**config.mk**
```make
export PLATFORM = sky130hd
export DESIGN_NAME = breadboard_sweep_ctrl_flat
export DESIGN_NICKNAME = d
export VERILOG_FILES = /design/src/rtl/breadboard_sweep_ctrl_if.sv /design/src/rtl/breadboard_sweep_ctrl.sv /design/src/flat_wrapper.sv
export SDC_FILE = /design/constraint.sdc
export NUM_CORES = 1
export LEC_CHECK = 0
export CORE_UTILIZATION = 45
export DETAILED_ROUTE_END_ITERATION = 10
export PLACE_DENSITY_LB_ADDON = 0.2
export SLEW_MARGIN = 20
export SYNTH_ARGS = -nofsm -noshare
export SYNTH_HDL_FRONTEND = slang
export SYNTH_SLANG_ARGS = --single-unit
export TNS_END_PERCENT = 1
```
**constraint.sdc**
```tcl
create_clock -name clk -period 2.65 [get_ports clk]
set_clock_uncertainty 0.1 [all_clocks]
set_input_delay 0.53 -clock clk [delete_from_list [all_inputs] [get_ports clk]]
set_output_delay 0.53 -clock clk [all_outputs]
set_load 0.005 [all_outputs]
```
**src/rtl/breadboard_sweep_ctrl_if.sv**
```systemverilog
// Control/status bundle between the sweep requester (master) and breadboard_sweep_ctrl (slave).
interface breadboard_sweep_ctrl_if;
    logic       start;
    logic       abort;
    logic       busy;
    logic       done;
    logic       pass;
    logic [4:0] err_count;
    logic [3:0] first_fail;
    logic       first_fail_vld;

    modport master (
        output start, abort,
        input  busy, done, pass, err_count, first_fail, first_fail_vld
    );

    modport slave (
        input  start, abort,
        output busy, done, pass, err_count, first_fail, first_fail_vld
    );
endinterface

```
**src/rtl/breadboard_sweep_ctrl.sv**
```systemverilog
// Exhaustive 16-vector sweep of the w,x,y,z -> f[9:0] breadboard block with result scoring.
// Optional capture RAM (rd_addr/rd_data) is built when SWEEP_CAPTURE_EN is defined.
//
//   state     | meaning
//   ST_IDLE   | waiting for start; results from last sweep held
//   ST_DRIVE  | vector vec presented on w..z, settle timer loaded
//   ST_SETTLE | settle down-counter running
//   ST_SAMPLE | f compared against expected slice for vec
//   ST_DONE   | one-cycle completion, pass latched
module breadboard_sweep_ctrl #(
    parameter int             SETTLE    = 2,
    parameter logic [159:0]   EXP_TABLE = 160'h0
) (
    input  logic                   clk,
    input  logic                   rst_n,
    breadboard_sweep_ctrl_if.slave ctl,
    input  logic [9:0]             f,
    output logic                   w,
    output logic                   x,
    output logic                   y,
    output logic                   z
`ifdef SWEEP_CAPTURE_EN
    ,
    input  logic [3:0]             rd_addr,
    output logic [9:0]             rd_data
`endif
);

    typedef enum logic [2:0] {
        ST_IDLE,
        ST_DRIVE,
        ST_SETTLE,
        ST_SAMPLE,
        ST_DONE
    } state_t;

    localparam logic [3:0] SETTLE_LOAD = (SETTLE == 0) ? 4'd0 : 4'(SETTLE - 1);

    state_t     state;
    state_t     state_nxt;
    logic [3:0] vec;
    logic [3:0] drive_vec;
    logic [3:0] cnt;
    logic [4:0] err_count;
    logic [3:0] first_fail;
    logic       first_fail_vld;
    logic       pass;
    logic       mismatch;
    logic       abort_hit;
    logic       start_ok;

    assign mismatch  = (f != EXP_TABLE[10*vec +: 10]);
    assign abort_hit = ctl.abort && (state != ST_IDLE);
    assign start_ok  = (state == ST_IDLE) && ctl.start && !ctl.abort;

    always_ff @(posedge clk or negedge rst_n) begin
        if (!rst_n) begin
            state <= ST_IDLE;
        end else begin
            state <= state_nxt;
        end
    end

    always_comb begin
        state_nxt = state;
        case (state)
            ST_IDLE:   if (start_ok) state_nxt = ST_DRIVE;
            ST_DRIVE:  state_nxt = (SETTLE == 0) ? ST_SAMPLE : ST_SETTLE;
            ST_SETTLE: if (cnt == 4'd0) state_nxt = ST_SAMPLE;
            ST_SAMPLE: state_nxt = (vec == 4'd15) ? ST_DONE : ST_DRIVE;
            ST_DONE:   state_nxt = ST_IDLE;
            default:   state_nxt = ST_IDLE;
        endcase
        if (abort_hit) state_nxt = ST_IDLE;
    end

    // drive_vec is loaded on entry to DRIVE so w..z are stable for the whole DRIVE..SAMPLE window.
    always_ff @(posedge clk or negedge rst_n) begin
        if (!rst_n) begin
            vec            <= 4'd0;
            drive_vec      <= 4'd0;
            cnt            <= 4'd0;
            err_count      <= 5'd0;
            first_fail     <= 4'd0;
            first_fail_vld <= 1'b0;
            pass           <= 1'b0;
        end else if (abort_hit) begin
            drive_vec <= 4'd0;
            pass      <= 1'b0;
        end else begin
            case (state)
                ST_IDLE: begin
                    if (start_ok) begin
                        vec            <= 4'd0;
                        drive_vec      <= 4'd0;
                        err_count      <= 5'd0;
                        first_fail     <= 4'd0;
                        first_fail_vld <= 1'b0;
                        pass           <= 1'b0;
                    end
                end
                ST_DRIVE:  cnt <= SETTLE_LOAD;
                ST_SETTLE: if (cnt != 4'd0) cnt <= cnt - 4'd1;
                ST_SAMPLE: begin
                    if (mismatch) begin
                        if (err_count != 5'd16) err_count <= err_count + 5'd1;
                        if (!first_fail_vld) begin
                            first_fail     <= vec;
                            first_fail_vld <= 1'b1;
                        end
                    end
                    if (vec != 4'd15) begin
                        vec       <= vec + 4'd1;
                        drive_vec <= vec + 4'd1;
                    end
                end
                ST_DONE:   pass <= (err_count == 5'd0);
                default: ;
            endcase
        end
    end

`ifdef SWEEP_CAPTURE_EN
    logic [9:0] cap_mem [16];

    always_ff @(posedge clk or negedge rst_n) begin
        if (!rst_n) begin
            for (int i = 0; i < 16; i++) cap_mem[i] <= 10'd0;
        end else if (state == ST_SAMPLE && !ctl.abort) begin
            cap_mem[vec] <= f;
        end
    end

    assign rd_data = cap_mem[rd_addr];
`endif

    assign {w, x, y, z}       = drive_vec;
    assign ctl.busy           = (state == ST_DRIVE) || (state == ST_SETTLE) || (state == ST_SAMPLE);
    assign ctl.done           = (state == ST_DONE);
    assign ctl.pass           = pass;
    assign ctl.err_count      = err_count;
    assign ctl.first_fail     = first_fail;
    assign ctl.first_fail_vld = first_fail_vld;

endmodule

```
**src/flat_wrapper.sv**
```systemverilog
// flat-port wrapper written by rule: the top's interface ports become plain ports
module breadboard_sweep_ctrl_flat 
#(
    parameter int             SETTLE    = 2,
    parameter logic [159:0]   EXP_TABLE = 160'h0
)
  (clk, rst_n, f, w, x, y, z, ctl_start, ctl_abort, ctl_busy, ctl_done, ctl_pass, ctl_err_count, ctl_first_fail, ctl_first_fail_vld);
  breadboard_sweep_ctrl_if ctl_i ();
  input  logic clk;
  input  logic rst_n;
  input  logic [9:0] f;
  output logic w;
  output logic x;
  output logic y;
  output logic z;
  input wire logic [$bits(ctl_i.start)-1:0] ctl_start;
  input wire logic [$bits(ctl_i.abort)-1:0] ctl_abort;
  output wire logic [$bits(ctl_i.busy)-1:0] ctl_busy;
  output wire logic [$bits(ctl_i.done)-1:0] ctl_done;
  output wire logic [$bits(ctl_i.pass)-1:0] ctl_pass;
  output wire logic [$bits(ctl_i.err_count)-1:0] ctl_err_count;
  output wire logic [$bits(ctl_i.first_fail)-1:0] ctl_first_fail;
  output wire logic [$bits(ctl_i.first_fail_vld)-1:0] ctl_first_fail_vld;
  assign ctl_i.start = ctl_start;
  assign ctl_i.abort = ctl_abort;
  assign ctl_busy = ctl_i.busy;
  assign ctl_done = ctl_i.done;
  assign ctl_pass = ctl_i.pass;
  assign ctl_err_count = ctl_i.err_count;
  assign ctl_first_fail = ctl_i.first_fail;
  assign ctl_first_fail_vld = ctl_i.first_fail_vld;
  breadboard_sweep_ctrl #(.SETTLE(SETTLE), .EXP_TABLE(EXP_TABLE)) u_core (.clk(clk), .rst_n(rst_n), .ctl(ctl_i), .f(f), .w(w), .x(x), .y(y), .z(z));
endmodule
```
==> summary.md <==
| Metric | Value |
|---|---|
| Status | complete, no violations |
| Slew Viols, Final | 0 |
| Vias per Instance | 5.74 |
| Mapped Area | 1450 µm² |
| CTS tree | done |
| Sequential share of power | 44.6% |
| Worst-margin pin slew | 0.784 ns |
| Initial antenna violation count | 0 |
| Post-synth top flop | dfrtp_1 |
| Hold Vio Cnt, Final | 0 |
| Worst setup margin | 0.132 ns |
| Crit Path Max Fanout | 12 |
| Drt first pass iters | 4 |
| Global placement routability congestion | 0.813 |
| Gr ovfl total | 0 |
| Synth Net Count | 164 |
| Dpl hpwl | 2370 µm |
| Cts hold-fix bufs | 0 |
| Cells after DPL | 221 |
| DRC Markers | 0 |
| Initial detailed-routing violation count | 46 |
| Layout cells sized above 1 | 8.89% |
| Chip height | 58.8 µm |
| Post-synth cell types | 45 |
| Most frequent cells in the layout | 30 x clkdlybuf4s50_1, 26 x dfrtp_1, 17 x nor2_1, 8 x inv_1 |
| Port Buf Inserts | 30 |
| Gr usage total | 20.8% |
| Post-layout util | 60.7% |
| Largest net degree at the start of global routing | 27 |
| Per-cell routed wire length | 14.4 µm |
| Avg Cell Area, Syn | 10.0 µm² |
| Area grow syn2layout | 27.6% |
| Setup TNS | 0 ns |
| Peak supply drop | 436 µV |
| Total CTS buffers | 3 |
| Initial Util | 47.6% |
| Multi-input logic area | 743 µm² |
| IO Count | 31 |
| Non-Filler Instances | 224 |
| Hold Path Depth | 1 |
| Die Width | 58.8 µm |
| Reg-to-reg slack, setup | 0.51 ns |
| Syn. warnings | 0 |
| CP Class | reg -> out |
| Hold Path Origin | u_core.drive_vec[0]$_DFFE_PN0P_ |
| Sw Share | 38.2% |
| Max_cap viols | 0 |
| Max-slew headroom | 47.6% |
| Number of global-route vias before repair | 1,261 |
| Number of H-tree levels | 1 |
| Clock tree sinks | 26 |
| Leak pwr | 0.830 nW |
| Final period util | 95.0% |
| Total core area | 3050 µm² |
| Hold WS | 0.411 ns |
| Post-DRT Antenna Nets | 0 |
| Post-route cell area | 1850 µm² |
| Number of enable flip-flop cells after synthesis | 0 |
| Clk slew on worst S/H paths | 0.14 ns |
| Synth Instances | 145 |
| Clk pwr share | 13.1% |
| Maximum clock rate | 397 MHz |
| Post-layout min period | 2.52 ns |
| Crit. End Element | primary output |
| Seq/Total Area, Yosys | 44.8% |
| Fill count | 283 |
| Clk_lat worst skew | 0.32 ns |
| Place WS | 0.182 ns |
| Logic gate share of total power | 42.3% |
| Commonest non-fill, non-tap cell in the layout | clkdlybuf4s50_1 |
| Cells on worst reg2reg path | 5 |
| First-pass GRT wire length | 5510 µm |
| DP Area | 1830 µm² |
| Row cnt | 20 |
| Internal | 812 µW |
| RSZ-0062 raised after global routing | no |
| Total number of vias | 1,286 |
| CP arrival | 1.89 ns |
| Tot Pwr | 1.31 mW |
| # resized after CTS | 0 |
| Pwr per Cell Area | 709 nW/µm² |
| Post-CTS setup buffers | 0 |
| RR Endpoint | u_core.ctl.err_count[1]$_DFFE_PN0P_ |
| Reg area | 651 µm² |
| Die Area | 3460 µm² |
| Asr flop ratio synth | 100% |
| CP startpoint kind | register |
| Final setup vio count | 0 |
| N_diodes | 0 |
| Net total in the final layout | 201 |
| Seq cells post-synth | 26 |
| Total Wirelength | 3220 µm |
| Worst path required time | 2.02 ns |
| Worst Hold Endpoint | u_core.drive_vec[0]$_DFFE_PN0P_ |
| Origin of the critical flop-to-flop path | u_core.state[1]$_DFFE_PN0P_ |
| Max Root-Sink Buffers | 2 |
| HP Class | reg -> reg |
| CTS root buf | clkbuf_4 |
| Switch Pwr | 502 µW |
==> synth_stat cells (2+ instances only) <==
master / instances / area, µm²
a21boi_1: 2 / 15.0
a21o_1: 4 / 30.0
a21oi_1: 2 / 10.0
a22o_1: 7 / 61.3
a31o_1: 2 / 17.5
a32o_1: 3 / 30.0
and2_1: 2 / 12.5
buf_2: 2 / 10.0
clkbuf_1: 2 / 7.51
dfrtp_1: 26 / 651
ha_1: 5 / 62.6
inv_1: 8 / 30.0
nand2_1: 4 / 15.0
nand3_1: 6 / 30.0
nand3b_1: 2 / 15.0
nand4_1: 2 / 12.5
nor2_1: 17 / 63.8
nor2b_1: 2 / 12.5
nor3_1: 5 / 25.0
nor3b_1: 2 / 15.0
nor4_1: 2 / 12.5
o211ai_1: 2 / 15.0
o21ai_0: 4 / 20.0
o21ai_1: 4 / 20.0
o31ai_1: 3 / 22.5
or4_1: 3 / 22.5
or4_4: 2 / 22.5
xor2_1: 3 / 26.3
==> flip-flops by register name (all words and copies together) (netlist names) <==
signal	count
u_core.ctl.first_fail_vld	1
u_core.ctl.pass	1
u_core.drive_vec	4
u_core.ctl.err_count	5
u_core.ctl.first_fail	4
u_core.vec	4
u_core.cnt	4
u_core.state	3
==> critical path, stage by stage, from the launching register on <==
cell and delay (ns):
dfrtp_1 0.54, nor2_1 0.33, and2_1 0.20, clkdlybuf4s50_1 0.50
==> power groups by stage <==
| stage | clock, mW | sequential, mW | combinational (mW) |
|---|---|---|---|
| 6_report | 0.172 | 0.587 | 0.556 |
| 5_1_grt | 0.189 | 0.601 | 0.625 |
| 4_1_cts | 0.176 | 0.583 | 0.560 |
| 3_5_place_dp | 0 | 0.590 | 0.556 |
| 3_3_place_gp | 0 | 0.586 | 0.540 |
| 2_1_floorplan | 0 | 0.552 | 0.382 |
==> logic make-up (layout without fill, tap and decap cells) <==
logic type | count (synthesis) | count (layout) | share of synthesized area, %
AND/OR/NAND/NOR | 57 | 57 | 22.8
buffers and inverters | 13 | 48 | 4.05
XOR/XNOR | 3 | 3 | 1.81
adder cells (fa/ha/maj) | 5 | 5 | 4.31
AO/OA/AOI/OAI | 41 | 41 | 22.2
flip-flops | 26 | 26 | 44.8
==> how the worst max path moves through the flow <==
stage	startpoint	end	slack, ns
after global placement	f[5]	u_core.ctl.first_fail[0]$_DFFE_PN0P_	0.23
after CTS	u_core.state[0]$_DFFE_PN0P_	ctl_done	0.14
after detailed placement	ctl_start	u_core.ctl.err_count[1]$_DFFE_PN0P_	0.18
final	u_core.state[0]$_DFFE_PN0P_	ctl_done	0.13
after global routing	u_core.state[0]$_DFFE_PN0P_	ctl_done	0.02
after floorplan	f[5]	u_core.ctl.first_fail[0]$_DFFE_PN0P_	0.69
==> area by class of cell <==
cell class | count | share of cell area, %
well taps | 44 | 2.97
multi-input cells | 106 | 40.1
flip-flops and latches | 26 | 35.1
inverters | 8 | 1.62
clock buffers | 3 | 1.21
repair buffers | 37 | 19.0
==> metal layers <==
metal | vias up | GRT usage [%] | wire, µm
li1 | 611 | - | -
met1 | 627 | 27.5 | 1490
met2 | 43 | 35.2 | 1550
met3 | 5 | 1.98 | 133
met4 | 0 | 7.82 | 44
met5 | - | 0 | 0
Power figures use the tool's default switching activity.
